$ cat config.mk
export PLATFORM = sky130hd
export DESIGN_NAME = mr_lsu
export DESIGN_NICKNAME = d
export VERILOG_FILES = /design/src/rtl/mr_lsu_pkg.sv /design/src/rtl/mr_lsu_lane.sv /design/src/rtl/mr_lsu.sv
export SDC_FILE = /design/constraint.sdc
export NUM_CORES = 1
export LEC_CHECK = 0
export ABC_AREA = 1
export CORE_AREA = 4 4 123 154
export DETAILED_ROUTE_END_ITERATION = 6
export DIE_AREA = 0 0 127 158
export PLACE_DENSITY = 0.86
export SYNTH_ARGS = -nofsm -noshare
export SYNTH_HDL_FRONTEND = slang
export SYNTH_SLANG_ARGS = --single-unit
$ cat constraint.sdc
create_clock -name clk -period 8.4 [get_ports clk]
set_clock_uncertainty 0.15 [all_clocks]
set_input_delay 2.52 -clock clk [delete_from_list [all_inputs] [get_ports clk]]
set_output_delay 2.52 -clock clk [all_outputs]
set_load 0.02 [all_outputs]
$ cat src/rtl/mr_lsu_pkg.sv
// Shared encodings for the load/store stage: data/regsel widths, memop and size codes
// (common with the ALU and decode stages), fault causes and the LSU state type.
package mr_lsu_pkg;

  localparam int XLEN        = 32;
  localparam int REGSEL_BITS = 5;
  localparam int STRB_W      = XLEN / 8;

  typedef enum logic [1:0] {
    MEMOP_NONE  = 2'd0,
    MEMOP_LOAD  = 2'd1,
    MEMOP_STORE = 2'd2
  } e_memops;

  typedef enum logic [1:0] {
    MEMSZ_B = 2'd0,
    MEMSZ_H = 2'd1,
    MEMSZ_W = 2'd2
  } e_memsz;

  typedef enum logic [1:0] {
    FAULT_MIS_LD = 2'd0,
    FAULT_MIS_ST = 2'd1,
    FAULT_BUS_TO = 2'd2
  } e_ls_fault;

  typedef enum logic [1:0] {
    LSU_IDLE = 2'd0,
    LSU_REQ  = 2'd1,
    LSU_WAIT = 2'd2
  } e_lsu_state;

  // Unknown size codes fall through to word handling, matching the lane logic.
  function automatic logic is_misaligned(input logic [1:0] size, input logic [1:0] addr_lo);
    case (size)
      MEMSZ_B: return 1'b0;
      MEMSZ_H: return addr_lo[0];
      default: return addr_lo != 2'b00;
    endcase
  endfunction

endpackage

$ cat src/rtl/mr_lsu_lane.sv
// Byte-lane steering for the data bus: store strobes and replicated write data,
// and load extraction with sign/zero extension.
module mr_lsu_lane
  import mr_lsu_pkg::*;
(
  input  logic [1:0]        addr_lo_i,
  input  logic [1:0]        size_i,
  input  logic              signed_i,
  input  logic [XLEN-1:0]   st_data_i,
  input  logic [XLEN-1:0]   rd_data_i,
  output logic [STRB_W-1:0] wstrb_o,
  output logic [XLEN-1:0]   wdata_o,
  output logic [XLEN-1:0]   ld_data_o
);

  logic [XLEN-1:0] rd_shift;

  assign rd_shift = rd_data_i >> {addr_lo_i, 3'b000};

  always_comb begin
    // NOTE: every output gets a default first so no path through the case can infer a latch.
    wstrb_o   = '1;
    wdata_o   = st_data_i;
    ld_data_o = rd_shift;
    case (size_i)
      MEMSZ_B: begin
        wstrb_o   = STRB_W'(1) << addr_lo_i;
        wdata_o   = {STRB_W{st_data_i[7:0]}};
        ld_data_o = {{(XLEN-8){signed_i & rd_shift[7]}}, rd_shift[7:0]};
      end
      MEMSZ_H: begin
        wstrb_o   = STRB_W'(3) << addr_lo_i;
        wdata_o   = {(STRB_W/2){st_data_i[15:0]}};
        ld_data_o = {{(XLEN-16){signed_i & rd_shift[15]}}, rd_shift[15:0]};
      end
      default: ;
    endcase
  end

endmodule

$ cat src/rtl/mr_lsu.sv
// Load/store stage: retires ALU results directly, runs one outstanding bus transaction
// for aligned loads/stores, and reports misalignment and bus timeouts as fault pulses.
module mr_lsu
  import mr_lsu_pkg::*;
#(
  parameter int unsigned TIMEOUT_CYCLES = 0
) (
  input  logic                   clk,
  input  logic                   rst,
  input  logic                   alu_valid,
  output logic                   alu_ready,
  input  logic [XLEN-1:0]        alu_dest,
  input  logic [REGSEL_BITS-1:0] alu_dest_reg,
  input  logic [1:0]             alu_memop,
  input  logic [1:0]             alu_size,
  input  logic                   alu_signed,
  input  logic [XLEN-1:0]        alu_payload,
  output logic                   mem_req_valid,
  input  logic                   mem_req_ready,
  output logic                   mem_we,
  output logic [XLEN-1:0]        mem_addr,
  output logic [XLEN-1:0]        mem_wdata,
  output logic [STRB_W-1:0]      mem_wstrb,
  input  logic                   mem_resp_valid,
  input  logic [XLEN-1:0]        mem_rdata,
  output logic                   wb_valid,
  output logic [REGSEL_BITS-1:0] wb_reg,
  output logic [XLEN-1:0]        wb_data,
  output logic                   ls_fault,
  output logic [1:0]             ls_fault_cause,
  output logic [XLEN-1:0]        ls_fault_addr
);

  localparam int               CNT_W    = (TIMEOUT_CYCLES > 1) ? $clog2(TIMEOUT_CYCLES) : 1;
  localparam logic [CNT_W-1:0] CNT_LAST = CNT_W'(TIMEOUT_CYCLES - 1);

  e_lsu_state             state_q, state_d;
  logic [CNT_W-1:0]       cnt_q, cnt_d;
  logic [XLEN-1:0]        addr_q, addr_d;
  logic [REGSEL_BITS-1:0] reg_q, reg_d;
  logic                   we_q, we_d;
  logic [1:0]             size_q, size_d;
  logic                   signed_q, signed_d;
  logic [XLEN-1:0]        payload_q, payload_d;
  logic                   wb_valid_q, wb_valid_d;
  logic [REGSEL_BITS-1:0] wb_reg_q, wb_reg_d;
  logic [XLEN-1:0]        wb_data_q, wb_data_d;
  logic                   fault_q, fault_d;
  e_ls_fault              cause_q, cause_d;
  logic [XLEN-1:0]        fault_addr_q, fault_addr_d;
  logic [XLEN-1:0]        ld_data;
  logic                   is_mem_op;

  mr_lsu_lane u_lane (
    .addr_lo_i (addr_q[1:0]),
    .size_i    (size_q),
    .signed_i  (signed_q),
    .st_data_i (payload_q),
    .rd_data_i (mem_rdata),
    .wstrb_o   (mem_wstrb),
    .wdata_o   (mem_wdata),
    .ld_data_o (ld_data)
  );

  assign is_mem_op = (alu_memop == MEMOP_LOAD) || (alu_memop == MEMOP_STORE);

  always_comb begin
    state_d      = state_q;
    cnt_d        = cnt_q;
    addr_d       = addr_q;
    reg_d        = reg_q;
    we_d         = we_q;
    size_d       = size_q;
    signed_d     = signed_q;
    payload_d    = payload_q;
    wb_valid_d   = 1'b0;
    wb_reg_d     = wb_reg_q;
    wb_data_d    = wb_data_q;
    fault_d      = 1'b0;
    cause_d      = cause_q;
    fault_addr_d = fault_addr_q;

    case (state_q)
      LSU_IDLE: begin
        if (alu_valid) begin
          if (!is_mem_op) begin
            wb_valid_d = 1'b1;
            wb_reg_d   = alu_dest_reg;
            wb_data_d  = alu_dest;
          end else if (is_misaligned(alu_size, alu_dest[1:0])) begin
            fault_d      = 1'b1;
            cause_d      = (alu_memop == MEMOP_LOAD) ? FAULT_MIS_LD : FAULT_MIS_ST;
            fault_addr_d = alu_dest;
          end else begin
            addr_d    = alu_dest;
            reg_d     = alu_dest_reg;
            we_d      = (alu_memop == MEMOP_STORE);
            size_d    = alu_size;
            signed_d  = alu_signed;
            payload_d = alu_payload;
            state_d   = LSU_REQ;
          end
        end
      end
      LSU_REQ: begin
        if (mem_req_ready) begin
          if (we_q) begin
            wb_valid_d = 1'b1;
            wb_reg_d   = '0;
            wb_data_d  = addr_q;
            state_d    = LSU_IDLE;
          end else begin
            cnt_d   = '0;
            state_d = LSU_WAIT;
          end
        end
      end
      LSU_WAIT: begin
        // A response in the final counted cycle still wins over the timeout.
        if (mem_resp_valid) begin
          wb_valid_d = 1'b1;
          wb_reg_d   = reg_q;
          wb_data_d  = ld_data;
          state_d    = LSU_IDLE;
        end else if (TIMEOUT_CYCLES != 0 && cnt_q == CNT_LAST) begin
          fault_d      = 1'b1;
          cause_d      = FAULT_BUS_TO;
          fault_addr_d = addr_q;
          state_d      = LSU_IDLE;
        end else begin
          cnt_d = cnt_q + CNT_W'(1);
        end
      end
      default: state_d = LSU_IDLE;
    endcase
  end

  // NOTE: sequential state uses non-blocking assignments so every register samples pre-edge values.
  always_ff @(posedge clk) begin
    if (rst) begin
      state_q    <= LSU_IDLE;
      cnt_q      <= '0;
      wb_valid_q <= 1'b0;
      fault_q    <= 1'b0;
    end else begin
      state_q    <= state_d;
      cnt_q      <= cnt_d;
      wb_valid_q <= wb_valid_d;
      fault_q    <= fault_d;
    end
  end

  // NOTE: datapath registers are only meaningful under a valid/state qualifier, so they carry no reset.
  always_ff @(posedge clk) begin
    addr_q       <= addr_d;
    reg_q        <= reg_d;
    we_q         <= we_d;
    size_q       <= size_d;
    signed_q     <= signed_d;
    payload_q    <= payload_d;
    wb_reg_q     <= wb_reg_d;
    wb_data_q    <= wb_data_d;
    cause_q      <= cause_d;
    fault_addr_q <= fault_addr_d;
  end

  assign alu_ready      = (state_q == LSU_IDLE);
  assign mem_req_valid  = (state_q == LSU_REQ);
  assign mem_we         = we_q;
  assign mem_addr       = {addr_q[XLEN-1:2], 2'b00};
  assign wb_valid       = wb_valid_q;
  assign wb_reg         = wb_reg_q;
  assign wb_data        = wb_data_q;
  assign ls_fault       = fault_q;
  assign ls_fault_cause = cause_q;
  assign ls_fault_addr  = fault_addr_q;

endmodule

==> flow_summary_export.csv, run 1 <==
group,metric,value,unit
worst_setup_path,cp-startpoint,"size_q[1]",
sta,tightest_slew,1.18,ns
sta,worst_slack,3.11,ns
status,status,"completed",
worst_setup_path,cp_data_arrival_time,2.62,ns
clock_network,clock_latency,0.42,ns
route,wl_per_cell,19.1,um
worst_setup_path,end_kind,"output port",
layout,drive_above_1_share,0.0853,
route,detail-route-antenna-nets,0,
global_routing,grt_pass1_wl,31.2,mm
floorplan,dieHeight,158,um
place,hpwl,15.4,mm
sta,setup_violations,0,
worst_setup_path,worstSetupStartpointType,"register",
power,powerDensity,309,mW/mm^2
floorplan,rows,54,
synthesis,yosysSeqAreaShare,0.637,
layout,diodes,0,
clock_network,post_cts_resized,0,
synthesis,netlist.area_leader.share,0.626,
min_path,hold_path.class,"register to register",
global_routing,grt_overflow,0,
route,vias,5458,
sta,fin_tns_setup,0,ns
worst_setup_path,r2r_start,"state_q[0]",
sta,clock.fmax,189,MHz
synthesis,ys_top_cells_by_count,"143 x edfxtp_1, 135 x nand2_1, 63 x nand3_1",
clock_network,htree_num_levels,4,
worst_setup_path,reg2regPathDepth,7,
synthesis,synth.area.top_cells,"edfxtp_1 63%, nand2_1 7.4%, nand3_1 4.6%, buf_4 4.5%, a21oi_1 3.3%",
floorplan,initial_core_util,0.394,
synthesis,ys_types,31,
place,gp_congestion,0.874,
synthesis,netlist_area,0.00686,mm^2
clock_network,clk_path_buf_depth,2,
worst_setup_path,crit_family,"buffers and inverters",
synthesis,avgSynthCellArea,10.8,um^2
layout,finalNonFillerCells,1080,
worst_setup_path,cp.depth,7,
route,wl,20.6,mm
global_routing,grt_pass1_vias,5542,
clock_network,cts_hold_buf,0,
place,portBuffers,251,
worst_setup_path,slowest_delay,0.64,ns
layout,final_nets,962,
floorplan,coreArea,0.0174,mm^2
layout,fillers,1448,
place,dp.cells,1049,
clock_network,post-cts-setup-buffers,0,
min_path,min_from,"reg_q[3]",
sta,hold_violations,0,
clock_network,clock-root-buffer,"clkbuf_16",
worst_setup_path,crit_buf_inv,4,
global_routing,antenna_found_initial,0,
sta,final.period_utilization,0.630,
floorplan,die-area,0.0201,mm^2
power,p_leak,0.00373,uW
floorplan,dieWidth,127,um
synthesis,yosysTopAreaCell,"edfxtp_1",
floorplan,pin_count,255,
clock_network,clkTransAtPathRegs,0.06,ns
clock_network,numCtsBuffers,17,
worst_setup_path,crit_fanout,33,
sta,slew_violations,0,
synthesis,ys_ff_latch,147,
run,cap_viol_max_count,0,
place,pre_cts_ws,2.89,ns
synthesis,synth.most_common_cell,"edfxtp_1",
route,viasPerCell,5.05,
worst_setup_path,worstPathRequired,5.73,ns
global_routing,grtUsageTotal,0.206,
power,peakVddDrop,137,uV
worst_setup_path,cpMaxStageDelayCell,"clkdlybuf4s50_1",
synthesis,yosysWarnings,0,
clock_network,cts_sinks,147,
synthesis,async_flop_share,0,
sta,rsz0062_at_grt,"false",
layout,syn_to_final_growth,44.4,%
route,drt_iter0_drc,372,
worst_setup_path,crit_chain,"buf_4 -> inv_6 -> nand2_4 -> inv_1 -> nand2_1 -> o211ai_1 -> clkdlybuf4s50_1",
worst_setup_path,critPathKind,"register to output port",
route,firstDrtPassIters,6,
synthesis,ys.flop_type,"edfxtp_1",
sta,relSlewSlack,0.214,
synthesis,synth_edf_count,143,
sta,finalCriticalPeriod,5.29,ns
global_routing,grt_max_degree,52,
synthesis,syn_inst,637,
min_path,hold-path-cell-count,1,
route,drc_errors,0,
clock_network,cts_tree,"done",
==> report_power, final <==
part	internal, uW	switching (uW)	total, uW
registers	1040	51.6	1090
logic	459	710	1170
clock network	523	280	802
==> cell usage in the layout, fill, tap and decap left out, types with 4 or more instances in the layout <==
cell and n:
a21oi_1 45, a21oi_2 10, a22o_1 5, buf_4 8, bufinv_16 5, clkbuf_16 17
clkdlybuf4s50_1 251, dfxtp_1 4, edfxtp_1 143, ha_1 7, inv_1 38, nand2_1 135
nand2_2 12, nand3_1 63, nor2_1 41, o211ai_1 7, o21ai_0 34
==> per-stage QoR <==
step	area, um^2	hold WS (ns)	power, uW	util
after floorplan	6870	0.362	1790	-
after global placement	9290	0.367	2250	0.533
after detailed placement	9290	0.368	2280	0.533
after CTS	9910	0.381	3090	0.568
after global routing	9910	0.394	3210	0.568
final	9910	0.389	3060	0.568
==> cells by family after synthesis <==
logic type               share of synthesized area
AND/OR/NAND/NOR                              0.169
flip-flops                                   0.637
other                                     0.000547
AO/OA/AOI/OAI                               0.0866
buffers and inverters                       0.0935
adder cells (fa/ha/maj)                     0.0128
==> path summary, 6_finish.rpt <==
kind | end | slack (ns)
setup / recovery | mem_wdata[29] | 3.11
hold / removal | wb_reg[3] | 0.39
setup reg to reg | wb_data[23] | 5.54
hold reg to reg | wb_reg[3] | 0.39
==> routing by layer <==
metal	up-vias	share of wire	GRT usage
met5	-	0	0
met4	0	0.020	0.0649
met3	25	0.084	0.0648
met2	278	0.51	0.366
met1	2586	0.38	0.239
li1	2569	-	-
==> final cells by class <==
type	instances	area (um^2)	share of cell area
repair buffers	260	2590	0.262
flip-flops and latches	147	4370	0.442
multi-input cells	376	1880	0.189
inverters	42	163	0.0164
well taps	224	280	0.0283
clock inverters	11	185	0.0187
clock buffers	20	437	0.0441
Note: power is estimated with default switching activity, not from simulation.
==> inputs of run 2 (changes only) <==
==> constraint.sdc (replaced) <==
create_clock -name clk -period 4.7 [get_ports clk]
set_clock_uncertainty 0.15 [all_clocks]
set_input_delay 1.41 -clock clk [delete_from_list [all_inputs] [get_ports clk]]
set_output_delay 1.41 -clock clk [all_outputs]
set_load 0.02 [all_outputs]
==> flow_summary_export.csv, run 2 (synthesis gave the netlist of run 1 again) <==
group,metric,value,unit
global_routing,grt_pass1_wl,31.2,mm
floorplan,coreArea,0.0174,mm^2
power,pwr-share-clk,0.264,
worst_setup_path,worstPathRequired,3.14,ns
min_path,hold_path.class,"register to register",
route,vias,5451,
layout,finalNonFillerCells,1082,
worst_setup_path,crit_chain,"inv_6 -> nand2_4 -> inv_1 -> nand2_1 -> o211ai_1 -> clkdlybuf4s50_1",
place,gp_congestion,0.811,
layout,multiInputGateArea,0.00189,mm^2
clock_network,clock-root-buffer,"clkbuf_16",
sta,whs,0.383,ns
layout,seqCellArea,0.00437,mm^2
floorplan,dieHeight,158,um
worst_setup_path,cp_data_arrival_time,2.59,ns
route,drc_errors,0,
place,portBuffers,251,
clock_network,clock_latency,0.42,ns
power,p_leak,0.00374,uW
run,cap_viol_max_count,0,
sta,final.period_utilization,0.884,
layout,final_cell_mix,"251 x clkdlybuf4s50_1, 143 x edfxtp_1, 135 x nand2_1",
place,dp.cells,1050,
layout,drive_above_1_share,0.0921,
power,peakVddDrop,380,uV
clock_network,numCtsBuffers,17,
global_routing,grt_pass1_vias,5689,
worst_setup_path,end_kind,"output port",
sta,slew_violations,0,
layout,diodes,0,
layout,fillers,1444,
worst_setup_path,reg2reg_slack,1.67,ns
route,met1Wirelength,7.63,mm
floorplan,die-area,0.0201,mm^2
worst_setup_path,worstSetupStartpointType,"register",
worst_setup_path,cpMaxStageDelayCell,"clkdlybuf4s50_1",
sta,tightest_slew,0.678,ns
power,sw_frac_of_total,0.345,
power,seqPwrFrac,0.355,
clock_network,post-cts-setup-buffers,0,
route,drt_iter0_drc,341,
route,detail-route-antenna-nets,0,
floorplan,initial_core_util,0.394,
power,powerDensity,551,mW/mm^2
global_routing,grt_max_degree,50,
sta,finalCriticalPeriod,4.15,ns
layout,final_nets,963,
floorplan,rows,54,
route,highest_layer,"met4",
sta,setup_violations,0,
route,wl_met2,10.6,mm
sta,rsz0062_at_grt,"false",
clock_network,post_cts_resized,0,
route,wl_met3,1.60,mm
clock_network,cts_sinks,147,
worst_setup_path,slowest_delay,0.64,ns
sta,fin_tns_setup,0,ns
floorplan,dieWidth,127,um
route,wl,20.6,mm
sta,clock.fmax,241,MHz
clock_network,clk_path_buf_depth,2,
power,power.switching,1890,uW
power,p_comb_frac,0.381,
global_routing,antenna_found_initial,0,
status,status,"completed",
floorplan,pin_count,255,
clock_network,cts_hold_buf,0,
clock_network,clkTransAtPathRegs,0.06,ns
clock_network,cts_tree,"done",
layout,final_common_cell,"clkdlybuf4s50_1",
clock_network,htree_num_levels,4,
route,wl_per_cell,19.0,um
worst_setup_path,crit_fanout,15,
sta,relSlewSlack,0.547,
route,viasPerCell,5.04,
global_routing,grt_overflow,0,
power,p_int,3580,uW
global_routing,grtUsageTotal,0.205,
worst_setup_path,critPathKind,"register to output port",
route,firstDrtPassIters,5,
layout,fin_util,0.570,
layout,syn_to_final_growth,44.7,%
place,hpwl,15.3,mm
sta,hold_violations,0,
==> run 2: cell count changes in the layout (fill, tap and decap cells not counted) <==
cell / change
clkbuf_8: +2
nor4_4: +1
nor3_4: +1
nor3_2: -1
clkinvlp_4: +3
bufinv_16: -1
inv_6: +1
buf_12: -1
buf_4: +2
clkinv_1: -2
clkbuf_1: -2
nor4_2: -1
==> run 2: final timing paths <==
kind / cells past startpoint / from / to
setup / recovery: 6 / size_q[1] / mem_wdata[28]
hold reg to reg: 1 / reg_q[2] / wb_reg[2]
hold / removal: 1 / reg_q[2] / wb_reg[2]
setup reg to reg: 7 / state_q[0] / wb_data[16]
==> run 2: power groups by stage <==
stage | clock network [uW] | logic (uW) | registers, uW
after global placement | 0 | 2060 | 1960
after floorplan | 0 | 961 | 2230
after detailed placement | 0 | 2100 | 1970
after global routing | 1540 | 2250 | 1970
final | 1440 | 2080 | 1940
after CTS | 1470 | 2100 | 1950
==> run 2: worst max-delay path: cells and delay by family (launching register included) <==
kind                   cells  cell delay, ns
AOI/OAI and AO/OA          1            0.12
buffers and inverters      3            1.19
DFF                        1            0.58
and+or+nand+nor            2            0.28
==> run 2: final cells by class <==
type	instances	share of cell area
Clock buffer	20	0.0460
Clock inverter	12	0.0180
Inverter	42	0.0164
Multi-Input combinational cell	376	0.190
Sequential cell	147	0.440
Tap cell	224	0.0282
Timing Repair Buffer	261	0.261
==> run 2: stage by stage <==
step | setup slack [ns] | total power (uW) | area (um^2)
after floorplan | 0.0443 | 3190 | 6890
after global placement | 0.916 | 4020 | 9300
after detailed placement | 0.806 | 4070 | 9300
after CTS | 0.515 | 5520 | 9930
after global routing | 0.363 | 5750 | 9930
final | 0.546 | 5470 | 9930
==> run 2: per-layer routing <==
| layer | GRT usage | vias to the layer above |
|---|---|---|
| met5 | 0 | - |
| met4 | 0.0981 | 0 |
| met3 | 0.0597 | 41 |
| met2 | 0.360 | 271 |
| met1 | 0.229 | 2567 |
| li1 | - | 2572 |
